`src/rtl/sdram_arb_pkg.sv`:
```
// Shared types for the SDRAM multi-channel arbiter: FSM states, channel slot payload,
// and data-path widths.
package sdram_arb_pkg;

    localparam int unsigned SLOT_AW = 26;
    localparam int unsigned DW      = 16;
    localparam int unsigned RDW     = 64;
    localparam int unsigned BSW     = 2;

    typedef enum logic [1:0] {
        ST_IDLE,
        ST_ISSUE,
        ST_WAIT,
        ST_DONE
    } state_t;

    typedef struct packed {
        logic               we;
        logic               burst;
        logic [SLOT_AW-1:0] addr;
        logic [DW-1:0]      wdata;
        logic [BSW-1:0]     bs;
    } slot_t;

    function automatic int unsigned idx_w(input int unsigned n);
        return (n > 1) ? $clog2(n) : 1;
    endfunction

endpackage

```
`src/rtl/sdram_arb_pick.sv`:
```
// Combinational grant selector: starved pending channels win first, lowest index
// breaks ties; otherwise the lowest-index pending channel wins.
module sdram_arb_pick
    import sdram_arb_pkg::*;
#(
    parameter int unsigned NCH = 4,
    parameter int unsigned IW  = idx_w(NCH)
) (
    input  logic [NCH-1:0] pend,
    input  logic [NCH-1:0] starved,
    output logic [NCH-1:0] grant_c,
    output logic [IW-1:0]  idx_c,
    output logic           any_c
);

    logic [NCH-1:0] cand_c;

    // Walk downward so the lowest candidate index is the last one written.
    always_comb begin
        grant_c = '0;
        idx_c   = '0;
        any_c   = |pend;
        cand_c  = (|(pend & starved)) ? (pend & starved) : pend;
        for (int i = int'(NCH) - 1; i >= 0; i--) begin
            if (cand_c[i]) begin
                grant_c    = '0;
                grant_c[i] = 1'b1;
                idx_c      = IW'(i);
            end
        end
    end

endmodule

```
`src/rtl/sdram_arb.sv`:
```
// Multi-channel SDRAM arbiter: posts one access per request rising edge, grants with
// fixed priority plus starvation promotion, and sequences a single-command handshake.
module sdram_arb
    import sdram_arb_pkg::*;
#(
    parameter int unsigned NCH        = 4,
    parameter int unsigned AW         = SLOT_AW,
    parameter int unsigned STARVE_MAX = 7
) (
    input  logic               CLK,
    input  logic               nRESET,
    input  logic [NCH-1:0]     CH_REQ,
    input  logic [NCH-1:0]     CH_WE,
    input  logic [NCH-1:0]     CH_BURST,
    input  logic [NCH*AW-1:0]  CH_ADDR,
    input  logic [NCH*DW-1:0]  CH_WDATA,
    input  logic [NCH*BSW-1:0] CH_BS,
    output logic [NCH*RDW-1:0] CH_RDATA,
    output logic [NCH-1:0]     CH_DONE,
    output logic [NCH-1:0]     CH_OVF,
    output logic               SDRAM_RD,
    output logic               SDRAM_WR,
    output logic               SDRAM_BURST,
    output logic [AW-1:0]      SDRAM_ADDR,
    output logic [DW-1:0]      SDRAM_DIN,
    output logic [BSW-1:0]     SDRAM_BS,
    input  logic [RDW-1:0]     SDRAM_DOUT,
    input  logic               SDRAM_READY,
    output logic               BUSY
);

    localparam int unsigned IW   = idx_w(NCH);
    localparam int unsigned SMAX = (STARVE_MAX > 0) ? STARVE_MAX : 1;
    localparam int unsigned SW   = $clog2(SMAX + 1);

    state_t         state, state_next;
    logic [NCH-1:0] req_q, pend;
    logic           ready_q;
    slot_t          slot [NCH];
    logic [SW-1:0]  starve [NCH];
    logic [IW-1:0]  act_idx;
    logic           act_we, act_burst;

    logic [NCH-1:0] rise_c, post_c, pend_eff_c, starved_c, grant_c;
    logic [NCH-1:0] done_mask_c, clr_mask_c;
    slot_t          slot_eff_c [NCH];
    slot_t          sel_c;
    logic [IW-1:0]  pick_idx_c;
    logic           pick_any_c;
    logic           grant_fire_c, capture_c;

    // Edge posting; an edge for the channel finishing this cycle is accepted since its PEND clears now.
    always_comb begin
        rise_c = CH_REQ & ~req_q;
        for (int i = 0; i < int'(NCH); i++) begin
            post_c[i]     = rise_c[i] && (!pend[i] || (state == ST_DONE && act_idx == IW'(i)));
            slot_eff_c[i] = slot[i];
            if (post_c[i]) begin
                slot_eff_c[i] = '{we:    CH_WE[i],
                                  burst: CH_BURST[i],
                                  addr:  SLOT_AW'(CH_ADDR[i*AW +: AW]),
                                  wdata: CH_WDATA[i*DW +: DW],
                                  bs:    CH_BS[i*BSW +: BSW]};
            end
            starved_c[i] = (starve[i] >= SW'(SMAX));
        end
        pend_eff_c = pend | post_c;
    end

    sdram_arb_pick #(
        .NCH (NCH),
        .IW  (IW)
    ) u_pick (
        .pend    (pend_eff_c),
        .starved (starved_c),
        .grant_c (grant_c),
        .idx_c   (pick_idx_c),
        .any_c   (pick_any_c)
    );

    always_ff @(posedge CLK or negedge nRESET) begin
        if (!nRESET) state <= ST_IDLE;
        else         state <= state_next;
    end

    always_comb begin
        state_next = state;
        case (state)
            ST_IDLE:  if (SDRAM_READY && pick_any_c)  state_next = ST_ISSUE;
            ST_ISSUE: if (ready_q && !SDRAM_READY)    state_next = ST_WAIT;
            ST_WAIT:  if (SDRAM_READY)                state_next = ST_DONE;
            ST_DONE:  state_next = ST_IDLE;
            default:  state_next = ST_IDLE;
        endcase
    end

    always_comb begin
        grant_fire_c = (state == ST_IDLE) && (state_next == ST_ISSUE);
        capture_c    = (state == ST_WAIT) && (state_next == ST_DONE);
        sel_c        = slot_eff_c[0];
        for (int i = 0; i < int'(NCH); i++) begin
            if (grant_c[i]) sel_c = slot_eff_c[i];
            done_mask_c[i] = (act_idx == IW'(i));
        end
        clr_mask_c = (state == ST_DONE) ? done_mask_c : '0;
    end

    // Per-channel request bookkeeping and starvation counters.
    always_ff @(posedge CLK or negedge nRESET) begin
        if (!nRESET) begin
            req_q   <= '0;
            ready_q <= 1'b0;
            pend    <= '0;
            CH_OVF  <= '0;
            for (int i = 0; i < int'(NCH); i++) begin
                slot[i]   <= '0;
                starve[i] <= '0;
            end
        end else begin
            req_q   <= CH_REQ;
            ready_q <= SDRAM_READY;
            pend    <= (pend & ~clr_mask_c) | post_c;
            CH_OVF  <= CH_OVF | (rise_c & ~post_c);
            for (int i = 0; i < int'(NCH); i++) begin
                if (post_c[i]) slot[i] <= slot_eff_c[i];
                if (grant_fire_c) begin
                    if (grant_c[i])
                        starve[i] <= '0;
                    else if (pend_eff_c[i] && starve[i] != SW'(SMAX))
                        starve[i] <= starve[i] + 1'b1;
                end
            end
        end
    end

    // Command drive, completion pulse and read-data capture.
    always_ff @(posedge CLK or negedge nRESET) begin
        if (!nRESET) begin
            act_idx     <= '0;
            act_we      <= 1'b0;
            act_burst   <= 1'b0;
            SDRAM_RD    <= 1'b0;
            SDRAM_WR    <= 1'b0;
            SDRAM_BURST <= 1'b0;
            SDRAM_ADDR  <= '0;
            SDRAM_DIN   <= '0;
            SDRAM_BS    <= 2'b11;
            CH_DONE     <= '0;
            CH_RDATA    <= '0;
            BUSY        <= 1'b0;
        end else begin
            if (grant_fire_c) begin
                act_idx     <= pick_idx_c;
                act_we      <= sel_c.we;
                act_burst   <= sel_c.burst && !sel_c.we;
                SDRAM_RD    <= !sel_c.we;
                SDRAM_WR    <= sel_c.we;
                SDRAM_BURST <= sel_c.burst && !sel_c.we;
                SDRAM_ADDR  <= AW'(sel_c.addr);
                SDRAM_DIN   <= sel_c.wdata;
                SDRAM_BS    <= sel_c.we ? sel_c.bs : 2'b11;
            end else if (state_next != ST_ISSUE) begin
                SDRAM_RD    <= 1'b0;
                SDRAM_WR    <= 1'b0;
                SDRAM_BURST <= 1'b0;
            end
            CH_DONE <= capture_c ? done_mask_c : '0;
            if (capture_c && !act_we) begin
                for (int i = 0; i < int'(NCH); i++) begin
                    if (done_mask_c[i])
                        CH_RDATA[i*RDW +: RDW] <= act_burst ? SDRAM_DOUT
                                                            : {48'h0, SDRAM_DOUT[15:0]};
                end
            end
            BUSY <= (state_next != ST_IDLE);
        end
    end

endmodule

```
`config.mk`:
```
export PLATFORM = sky130hd
export DESIGN_NAME = sdram_arb
export DESIGN_NICKNAME = d
export VERILOG_FILES = /design/src/rtl/sdram_arb_pkg.sv /design/src/rtl/sdram_arb_pick.sv /design/src/rtl/sdram_arb.sv
export SDC_FILE = /design/constraint.sdc
export NUM_CORES = 1
export LEC_CHECK = 0
export CAP_MARGIN = 10
export CORE_MARGIN = 8
export CORE_UTILIZATION = 50
export CTS_BUF_LIST = sky130_fd_sc_hd__clkbuf_4
export CTS_CLUSTER_SIZE = 30
export DETAILED_ROUTE_END_ITERATION = 16
export PLACE_DENSITY = 0.84
export SYNTH_ARGS = -nofsm -noshare
export SYNTH_HDL_FRONTEND = slang
export SYNTH_HIERARCHICAL = 1
export SYNTH_SLANG_ARGS = --single-unit
```
`constraint.sdc`:
```
create_clock -name CLK -period 3.8 [get_ports CLK]
set_input_delay 0.76 -clock CLK [delete_from_list [all_inputs] [get_ports CLK]]
set_output_delay 0.76 -clock CLK [all_outputs]
set_load 0.05 [all_outputs]
```
==> run summary, run 1 <==
Status: finished clean
Largest net degree at the start of global routing: 113
Drt first pass iters: 6
Reg2reg path depth: 12
GR Util All Layers: 27.2%
Commonest non-fill, non-tap cell in the layout: clkdlybuf4s50_1
Worst reg2reg path endpoint: SDRAM_ADDR[21]$_DFFE_PN0P_
Pleak: 12.8 nW
Multi-input gate area: 6980 um^2
FFs w/ async S/R, synth: 100%
Post-synth EDFFs: 0
CTS max path bufs: 3
Vias per cell: 5.54
Vias in the first global route: 17,200
WP buf/inv: 2
WP data required: 4.43 ns
TritonCTS clock tree: built
First-pass GRT wire length: 100,000 um
Rel. slew slack: 37.8%
Vias: 16,100
Ports: 567
Fill cells: 2,716
Critical path arrival: 3.85 ns
Die X: 218 um
RR Startpoint: starve[6]$_DFFE_PN0P_
Most frequent CP cell: ha_1
# H-tree levels: 4
RSZ-0062 raised after global routing: false
Clk_skew: 0.0464 ns
Max Cap Viol: 0
Worst Tran Pin Value: 0.933 ns
Net count, final: 2,529
TritonCTS Buffers: 133
Worst setup SP type: flop
Port bufs: 566
Core Util, Final: 70.3%
CP Class: reg -> reg
Critical Path Max Stage Delay: 0.43 ns
#FFs+latches synth: 523
Primary FF master, synth: dfrtp_1
Yosys synthesis warning count: 6
1st-iter DRT viols: 1,381
Area growth syn-to-layout: 39.3%
CP top delay family: compound AO/OA/AOI/OAI gates
Initial antenna violation count: 18
Overflow after GRT: 0
Setup Fix Bufs, Post-CTS: 0
# rows: 74
Worst Setup SP: starve[6]$_DFFE_PN0P_
Remaining antenna violation count: 0
Final setup fails: 0
GP Congestion: 0.905
Most frequent cells in the layout: 565 x clkdlybuf4s50_1, 520 x dfrtp_1, 285 x nand2_1, 245 x mux2_2, 219 x o21ai_0
Reg clk slew, reported paths: 0.06 ns
Final period util: 84.7%
Layout cell share with drive strength beyond 1: 22.0%
Final WL: 66,800 um
Peak Freq: 311 MHz
Final hold vios: 0
VDD IR max: 0.537 mV
Synth Instances: 1,619
Seq/Total Area, Yosys: 63.8%
Post-Syn Area: 20,500 um^2
Cell Pwr Density: 686 nW/um^2
Cts hold-fix bufs: 0
Resized Gates After CTS: 0
Syn_area_per_cell: 12.7 um^2
Clock sinks: 523
Synthesized net count: 1,882
Placed wire-length estimate: 49,000 um
Period minus WS final: 3.22 ns
Root Driver: clkbuf_4
Die Area: 47,700 um^2
Synth cell types: 56
CORE AREA: 40,600 um^2
Initial Util: 50.4%
Critical path's slowest cell: a2111oi_2
Die Y: 218 um
R2R Setup Slk: 0.58 ns
Worst-skew pair later-pin latency: 0.81 ns
Min-delay worst type: in -> async
DRC Markers: 0
Crit-path cells: ha_1, ha_1, a31o_2, a22oi_1, o21ai_1, a2111oi_2, inv_1, nand2_1, nor2_4, buf_12, a222oi_1, o21ai_0
Register area: 13,100 um^2
Largest fanout on the critical path: 42
Critical Path End Type: flop
Max-slew violations: 0
Setup TNS: 0 ns
Routed WL per cell: 23.0 um
[worst max-delay path by stage]
stage	to	slack [ns]	cells after the start
detailed placement	SDRAM_ADDR[13]$_DFFE_PN0P_	0.16	12
floorplan	SDRAM_DIN[0]$_DFFE_PN0P_	0.67	11
global route	SDRAM_ADDR[21]$_DFFE_PN0P_	0.41	12
global placement	SDRAM_ADDR[24]$_DFFE_PN0P_	0.36	12
CTS	SDRAM_ADDR[21]$_DFFE_PN0P_	0.65	12
finish	SDRAM_ADDR[21]$_DFFE_PN0P_	0.58	12
[power breakdown]
part / switching, mW / internal, mW
logic: 4.43 / 2.80
registers: 0.824 / 7.07
clock network: 2.20 / 2.26
[flip-flops by register name (all words and copies together) (netlist names)]
| name | flops |
|---|---|
| state | 2 |
| CH_OVF | 4 |
| SDRAM_BS | 2 |
| act_we | 1 |
| SDRAM_ADDR | 26 |
| act_burst | 1 |
| CH_DONE | 4 |
| ready_q | 1 |
| BUSY | 1 |
| pend | 4 |
| req_q | 4 |
| starve | 12 |
| slot | 184 |
| SDRAM_DIN | 16 |
| CH_RDATA | 256 |
| SDRAM_BURST | 1 |
| act_idx | 2 |
| SDRAM_WR | 1 |
| SDRAM_RD | 1 |
[synthesized netlist by cell type (all sizes together), types with 2 or more instances]
master,number,share of area (%)
a21boi,2,0.073
o21ai,239,5.8
nor3b,2,0.073
nand4b,2,0.19
a222oi,32,1.6
nand4bb,2,0.11
nand3,3,0.073
a21oi,7,0.35
a211oi,2,0.073
clkbuf,71,1.3
ha,8,0.49
dfrtp,521,64
inv,6,0.11
a2111oi,2,0.12
mux2i,45,2.2
nor2b,7,0.21
o21bai,5,0.18
o211ai,10,0.37
dfstp,2,0.26
a32oi,2,0.085
a21o,7,0.26
buf,29,1.0
a31oi,2,0.061
mux2,247,14
a22oi,16,0.61
a31o,4,0.17
nand2,287,5.3
nand3b,4,0.15
nor3,7,0.17
o21a,4,0.18
nand2b,14,0.43
nor2,14,0.26
nand4,4,0.15
[worst register-to-register path, delay by kind of cell, from the launching register on]
family          cells  cell delay (ns)
simple gates        2             0.21
buf+inv             2             0.27
flops               1             0.41
fa+ha+maj           2             0.45
compound gates      6             1.74
[area by class of cell]
| cell class | count | area share (%) |
|---|---|---|
| Multi-Input combinational cell | 990 | 24.4 |
| Inverter | 6 | 0.0789 |
| Tap cell | 532 | 2.33 |
| Clock buffer | 188 | 4.94 |
| Antenna cell | 19 | 0.166 |
| Timing Repair Buffer | 612 | 21.8 |
| Sequential cell | 523 | 45.8 |
| Clock inverter | 30 | 0.407 |
[logic make-up (layout without fill, tap and decap cells)]
group	after synthesis	in the layout	synth area share [%]
other	0	19	0
multiplexers	292	292	15.8
AND/OR/NAND/NOR	351	351	7.30
buffers and inverters	106	836	2.42
adder cells (fa/ha/maj)	8	8	0.488
AO/OA/AOI/OAI	339	339	10.1
flip-flops	523	523	63.8
[per-layer routing]
metal | routed length, um | vias to the layer above | part of all wire, % | global-route usage [%]
li1 | - | 7067 | - | -
met1 | 24300 | 7979 | 36 | 31.4
met2 | 32900 | 888 | 49 | 44.5
met3 | 7160 | 133 | 11 | 10.1
met4 | 2450 | 4 | 3.7 | 13.3
met5 | 27 | - | 0.040 | 0
[per-stage QoR]
step                      area [um^2]  hold slack (ns)  setup WS, ns  instances  total power [mW]
after detailed placement        27000            0.461         0.161       2663              15.2
after global placement          27000            0.460         0.364       2663              14.9
after global routing            28600           0.0612         0.405       2896              20.5
after CTS                       28500           0.0203         0.651       2881              19.7
final                           28600           0.0615         0.581       2900              19.6
after floorplan                 20500            0.460         0.671       1619              12.3
No activity file was read; power rests on OpenSTA's default activity.
==> run 2, diff against run 1 <==
Settings changed: CORE_UTILIZATION 50 to 45, PLACE_DENSITY 0.84 to 0.8.
Clock period 3.8 ns to 2.75 ns, I/O delays scaled along.
==> run summary, run 2 (synthesized netlist as in run 1, its figures left out) <==
Port bufs: 566 (unchanged)
Ports: 567 (unchanged)
R2R Setup Slk: 0.02 ns (was 0.58 ns)
TritonCTS Buffers: 137 (was 133)
Crit-path cells: dlygate4sd3_1, clkdlybuf4s50_1, nand2b_1, nand2b_1, a22oi_2, buf_4, o21a_4, a2111oi_4, inv_2, nand2_4, nor2_4, buf_12, a222oi_1, o21ai_1 (was ha_1, ha_1, a31o_2, a22oi_1, o21ai_1, a2111oi_2, inv_1, nand2_1, nor2_4, buf_12, a222oi_1, o21ai_0)
Remaining antenna violation count: 0 (unchanged)
CP Class: in -> reg (was reg -> reg)
Initial Util: 45.4% (was 50.4%)
Root Driver: clkbuf_4 (unchanged)
Die X: 229 um (was 218 um)
Vias: 16,400 (was 16,100)
Drt first pass iters: 6 (unchanged)
Min-delay worst type: in -> async (unchanged)
Switching Fraction: 38.8% (was 38.1%)
RSZ-0062 raised after global routing: true (was false)
Rel. slew slack: 55.3% (was 37.8%)
Critical path depth: 14 (was 12)
Max Cap Viol: 0 (unchanged)
Placed wire-length estimate: 51,400 um (was 49,000 um)
Post-place setup slack: -0.313 ns (was 0.161 ns)
Period minus WS final: 2.77 ns
TritonCTS clock tree: built (unchanged)
Reg2reg path depth: 13 (was 12)
Critical path's slowest cell: dlygate4sd3_1 (was a2111oi_2)
Reg clk slew, reported paths: 0.07 ns (was 0.06 ns)
First-pass GRT wire length: 107,000 um (was 100,000 um)
Most frequent CP cell: nand2b_1 (was ha_1)
Critical Path Max Stage Delay: 0.54 ns (was 0.43 ns)
Overflow after GRT: 0 (unchanged)
# H-tree levels: 4 (unchanged)
Vias per cell: 5.40 (was 5.54)
Pleak: 14.6 nW (was 12.8 nW)
WP data required: 3.56 ns (was 4.43 ns)
DRC Markers: 0 (unchanged)
Number of flip-flops under the largest register name: 256 (unchanged)
CP top delay family: buffers and inverters (was compound AO/OA/AOI/OAI gates)
Die Area: 52,600 um^2 (was 47,700 um^2)
Largest net degree at the start of global routing: 107 (was 113)
Top reg by flops: CH_RDATA (unchanged)
Commonest non-fill, non-tap cell in the layout: dfrtp_1 (was clkdlybuf4s50_1)
Final setup fails: 2 (was 0)
Critical path arrival: 3.58 ns (was 3.85 ns)
P_sw: 10.6 mW (was 7.45 mW)
Final hold vios: 0 (unchanged)
1st-iter DRT viols: 1,206 (was 1,381)
Internal power component: 16.7 mW (was 12.1 mW)
Net count, final: 2,600 (was 2,529)
Status: finished, violations left (was finished clean)
Routed WL per cell: 23.1 um (was 23.0 um)
VDD IR max: 0.690 mV (was 0.537 mV)
Max-slew violations: 0 (unchanged)
Cell Pwr Density: 935 nW/um^2 (was 686 nW/um^2)
Worst Tran Pin Value: 0.673 ns (was 0.933 ns)
Tot Pwr: 27.3 mW (was 19.6 mW)
Most frequent cells in the layout: 520 x dfrtp_1, 308 x dlygate4sd2_1, 283 x nand2_1, 254 x clkdlybuf4s50_1, 244 x mux2_2 (was 565 x clkdlybuf4s50_1, 520 x dfrtp_1, 285 x nand2_1, 245 x mux2_2, 219 x o21ai_0)
Hold slack: 0.147 ns (was 0.0615 ns)
Fill cells: 3,433 (was 2,716)
CTS max path bufs: 3 (unchanged)
# rows: 78 (was 74)
Critical Path End Type: flop (unchanged)
Comb pwr share: 36.6% (was 36.9%)
GP Congestion: 0.882 (was 0.905)
WP buf/inv: 5 (was 2)
Worst setup SP type: primary input (was flop)
Setup TNS: -0.0366 ns (was 0 ns)
Initial antenna violation count: 30 (was 18)
Top flop regs: CH_RDATA (256), slot (184), SDRAM_ADDR (26) (unchanged)
Worst-skew pair later-pin latency: 0.97 ns (was 0.81 ns)
Clock sinks: 523 (unchanged)
Peak Freq: 361 MHz
Sequential share of power: 39.4% (was 40.3%)
Failing checks: setup timing
Clk pwr share: 24.0% (was 22.8%)
Final period util: 101%
Largest fanout on the critical path: 7 (was 42)
Worst setup margin: -0.0233 ns (was 0.581 ns)
Core Util, Final: 64.7% (was 70.3%)
CORE AREA: 45,200 um^2 (was 40,600 um^2)
Die Y: 229 um (was 218 um)
Vias in the first global route: 17,700 (was 17,200)
Final WL: 70,100 um (was 66,800 um)
Area growth syn-to-layout: 42.7% (was 39.3%)
Layout cell share with drive strength beyond 1: 25.1% (was 22.0%)
Clk_skew: 0.0623 ns (was 0.0464 ns)
GR Util All Layers: 26.2% (was 27.2%)
run 2: cell types whose count changed in the layout (fill, tap and decap cells not counted), sizes merged:
cell and change:
dlygate4sd3 +5, clkbuf +5, clkdlybuf4s15 +1, diode -6, bufinv +2, inv +2
clkdlybuf4s50 -311, dlygate4sd2 +308, dlymetal6s2s +2, clkinvlp +4, buf +60
run 2: power groups by stage:
stage               Combinational, mW  Clock [mW]  Sequential [mW]
global placement                 10.1           0             10.8
CTS                              9.90        6.76             10.8
floorplan                        3.52           0             13.6
global route                     10.6        7.18             11.0
detailed placement               10.4           0             10.9
finish                           10.0        6.57             10.8
run 2: repair_timing:
item / CTS / global route
hold buffers: 5 / 0
endpoints found under the hold margin: 365 / 0
gates cloned: 0 / 2
setup buffers: 2 / 6
pin swaps: 5 / 3
resized for setup: 316 / 27
setup endpoints to repair: 349 / 53
run 2: metal layers:
| layer | GRT usage (%) | wire [um] |
|---|---|---|
| met4 | 11.9 | 2830 |
| met1 | 29.8 | 25800 |
| met2 | 41.8 | 33800 |
| met3 | 11.9 | 7440 |
| met5 | 0 | 186 |
run 2: area by class of cell:
| type | instances | area, um^2 | share of cell area [%] |
|---|---|---|---|
| repair buffers | 679 | 6570 | 22.5 |
| multi-input cells | 990 | 7130 | 24.4 |
| flip-flops and latches | 523 | 13100 | 44.8 |
| diodes | 13 | 32.5 | 0.111 |
| clock inverters | 38 | 218 | 0.744 |
| well taps | 600 | 751 | 2.57 |
| inverters | 6 | 22.5 | 0.0770 |
| clock buffers | 191 | 1430 | 4.90 |
run 2: through the flow:
stage | cell area [um^2] | instances
final | 29300 | 3040
after global routing | 29200 | 3036
after CTS | 29000 | 3019
after detailed placement | 27600 | 2783
after global placement | 27600 | 2783
after floorplan | 20500 | 1619
run 2: worst paths after layout:
kind | start | endpoint
setup / recovery | CH_REQ[2] | SDRAM_ADDR[16]$_DFFE_PN0P_
hold / removal | nRESET | slot[131]$_DFFE_PN0N_
setup reg to reg | starve[6]$_DFFE_PN0P_ | SDRAM_ADDR[25]$_DFFE_PN0P_
hold reg to reg | CH_RDATA[120]$_DFFE_PN0P_ | CH_RDATA[120]$_DFFE_PN0P_
max in group asynchronous | nRESET | CH_RDATA[234]$_DFFE_PN0P_
min in group CLK | CH_ADDR[91] | slot[31]$_DFFE_PN0N_
==> run 3, diff against run 2 <==
Settings changed: CTS_BUF_LIST sky130_fd_sc_hd__clkbuf_4 to sky130_fd_sc_hd__clkbuf_4 sky130_fd_sc_hd__clkbuf_8.
==> run summary, run 3 (synthesized netlist as in run 1, its figures left out) <==
RSZ-0062 raised after global routing: true (unchanged)
P_sw: 10.5 mW (was 10.6 mW)
Worst Setup SP: starve[7]$_DFFE_PN0P_ (was CH_REQ[2])
Initial Util: 45.4% (unchanged)
Die Area: 52,600 um^2 (unchanged)
# rows: 78 (unchanged)
Largest fanout on the critical path: 7 (unchanged)
Port bufs: 566 (unchanged)
Critical path's slowest cell: dfrtp_1 (was dlygate4sd3_1)
Net count, final: 2,546 (was 2,600)
Multi-input gate area: 7130 um^2 (about the same)
WP data required: 3.28 ns (was 3.56 ns)
Worst setup SP type: flop (was primary input)
Routed WL per cell: 23.6 um (was 23.1 um)
Post-place setup slack: -0.313 ns (unchanged)
Sequential share of power: 38.1% (was 39.4%)
Worst-skew pair later-pin latency: 0.68 ns (was 0.97 ns)
Remaining antenna violation count: 0 (unchanged)
# H-tree levels: 3 (was 4)
Root Driver: clkbuf_8 (was clkbuf_4)
Vias per cell: 5.42 (was 5.40)
Fill cells: 3,206 (was 3,433)
Worst Tran Pin Value: 0.707 ns (was 0.673 ns)
Min-delay worst type: in -> reg (was in -> async)
Overflow after GRT: 0 (unchanged)
1st-iter DRT viols: 1,323 (was 1,206)
Crit-path cells: ha_2, ha_4, a31o_4, a22oi_2, o21ai_2, a2111oi_4, inv_2, nand2_4, nor2_4, buf_12, a222oi_1, o21ai_1 (was dlygate4sd3_1, clkdlybuf4s50_1, nand2b_1, nand2b_1, a22oi_2, buf_4, o21a_4, a2111oi_4, inv_2, nand2_4, nor2_4, buf_12, a222oi_1, o21ai_1)
Period minus WS final: 2.69 ns (was 2.77 ns)
Critical Path End Type: flop (unchanged)
Clock sinks: 523 (unchanged)
Top flop regs: CH_RDATA (256), slot (184), SDRAM_ADDR (26) (unchanged)
Final setup fails: 0 (was 2)
Reg clk slew, reported paths: 0.06 ns (was 0.07 ns)
Die Y: 229 um (unchanged)
Placed wire-length estimate: 51,400 um (unchanged)
Final WL: 69,800 um (was 70,100 um)
Most frequent cells in the layout: 565 x clkdlybuf4s50_1, 520 x dfrtp_1, 284 x nand2_1, 244 x mux2_2, 206 x o21ai_0 (was 520 x dfrtp_1, 308 x dlygate4sd2_1, 283 x nand2_1, 254 x clkdlybuf4s50_1, 244 x mux2_2)
Switching Fraction: 36.9% (was 38.8%)
Critical Path Max Stage Delay: 0.39 ns (was 0.54 ns)
Largest net degree at the start of global routing: 107 (unchanged)
RR Startpoint: starve[7]$_DFFE_PN0P_ (was starve[6]$_DFFE_PN0P_)
Area growth syn-to-layout: 44.9% (was 42.7%)
Internal power component: 17.9 mW (was 16.7 mW)
Ports: 567 (unchanged)
First-pass GRT wire length: 106,000 um (was 107,000 um)
TritonCTS clock tree: built (unchanged)
Pleak: 13.2 nW (was 14.6 nW)
Vias in the first global route: 17,200 (was 17,700)
Setup TNS: 0 ns (was -0.0366 ns)
Die X: 229 um (unchanged)
Clk_skew: 0.0330 ns (was 0.0623 ns)
Design Area, Final: 29,700 um^2 (was 29,300 um^2)
Clk pwr share: 24.6% (was 24.0%)
CP top delay family: compound AO/OA/AOI/OAI gates (was buffers and inverters)
Number of flip-flops under the largest register name: 256 (unchanged)
WP buf/inv: 2 (was 5)
VDD IR max: 0.714 mV (was 0.690 mV)
Max-slew violations: 0 (unchanged)
Layout Cells excl Fill: 2,952 (was 3,040)
Rel. slew slack: 52.7% (was 55.3%)
GP Congestion: 0.882 (unchanged)
Comb pwr share: 37.3% (was 36.6%)
Final hold vios: 0 (unchanged)
HP Start: CH_REQ[0]
DRC Markers: 0 (unchanged)
CORE AREA: 45,200 um^2 (unchanged)
Worst setup margin: 0.0593 ns (was -0.0233 ns)
Commonest non-fill, non-tap cell in the layout: clkdlybuf4s50_1 (was dfrtp_1)
Status: finished clean (was finished, violations left)
Tot Pwr: 28.4 mW (was 27.3 mW)
Final period util: 97.8% (was 101%)
Register area: 13,100 um^2 (unchanged)
Critical path arrival: 3.23 ns (was 3.58 ns)
Layout cell share with drive strength beyond 1: 23.4% (was 25.1%)
Dpl cell area: 27,600 um^2 (unchanged)
Peak Freq: 372 MHz (was 361 MHz)
Drt first pass iters: 8 (was 6)
Vias: 16,000 (was 16,400)
CTS max path bufs: 3 (unchanged)
Placed cell count: 2,783 (unchanged)
Max Cap Viol: 0 (unchanged)
Initial antenna violation count: 31 (was 30)
GR Util All Layers: 25.7% (was 26.2%)
Cell Pwr Density: 955 nW/um^2 (was 935 nW/um^2)
TritonCTS Buffers: 85 (was 137)
CP Class: reg -> reg (was in -> reg)
Top reg by flops: CH_RDATA (unchanged)
==> run 3: cell count changes in the layout (fill, tap and decap cells not counted), moves of 4 or more <==
cell / before / now
clkbuf_8: 0 / 104
clkbuf_4: 191 / 27
dlygate4sd3_1: 5 / 1
clkdlybuf4s50_1: 254 / 565
dlygate4sd2_1: 308 / 0
inv_2: 8 / 2
clkinv_1: 23 / 0
==> run 3: final timing paths <==
path                                                   end  slack (ns)  cells after the start
max in group asynchronous        CH_RDATA[106]$_DFFE_PN0P_        1.33                      3
worst min-delay path                    req_q[0]$_DFF_PN0_        0.36                      1
worst max register to register  SDRAM_ADDR[17]$_DFFE_PN0P_        0.06                     12
min in group asynchronous            slot[131]$_DFFE_PN0N_        0.42                      2
worst max-delay path            SDRAM_ADDR[17]$_DFFE_PN0P_        0.06                     12
worst min register to register   CH_RDATA[120]$_DFFE_PN0P_        0.48                      2
==> run 3: final cells by class <==
type	count	area share, %
multi-input cells	990	24.0
repair buffers	677	23.3
flip-flops and latches	523	44.1
clock inverters	11	0.400
inverters	6	0.0758
clock buffers	131	5.50
well taps	600	2.53
diodes	14	0.118
==> run 3: metal layers <==
metal / routed length, um / GRT usage, %
met3: 7410 / 10.3
met4: 2610 / 11.6
met1: 25600 / 29.6
met2: 33900 / 42.0
met5: 182 / 0
==> run 3: repair_timing <==
| item | CTS | global route |
|---|---|---|
| endpoints found under the hold margin | 45 | 0 |
| resized for setup | 8 | 22 |
| pin swaps | 3 | 10 |
| setup buffers | 3 | 6 |
| cloned | 0 | 3 |
| setup endpoints to repair | 43 | 52 |
| hold buffers | 1 | 0 |
==> run 3: power groups by stage <==
| stage | Clock (mW) | Combinational (mW) | Sequential [mW] |
|---|---|---|---|
| 6_report | 6.98 | 10.6 | 10.8 |
| 5_1_grt | 7.47 | 11.2 | 11.0 |
| 4_1_cts | 7.14 | 10.5 | 10.8 |
| 3_5_place_dp | 0 | 10.4 | 10.9 |
| 3_3_place_gp | 0 | 10.1 | 10.8 |
| 2_1_floorplan | 0 | 3.52 | 13.6 |
==> run 3: per-stage QoR <==
| step | hold WS (ns) | utilization, % |
|---|---|---|
| 4_1_cts | 0.293 | 65.2 |
| 3_5_place_dp | 0.465 | 61.2 |
| 3_3_place_gp | 0.461 | 61.2 |
| 6_report | 0.356 | 65.8 |
| 5_1_grt | 0.320 | 65.7 |
| 2_1_floorplan | 0.254 | - |
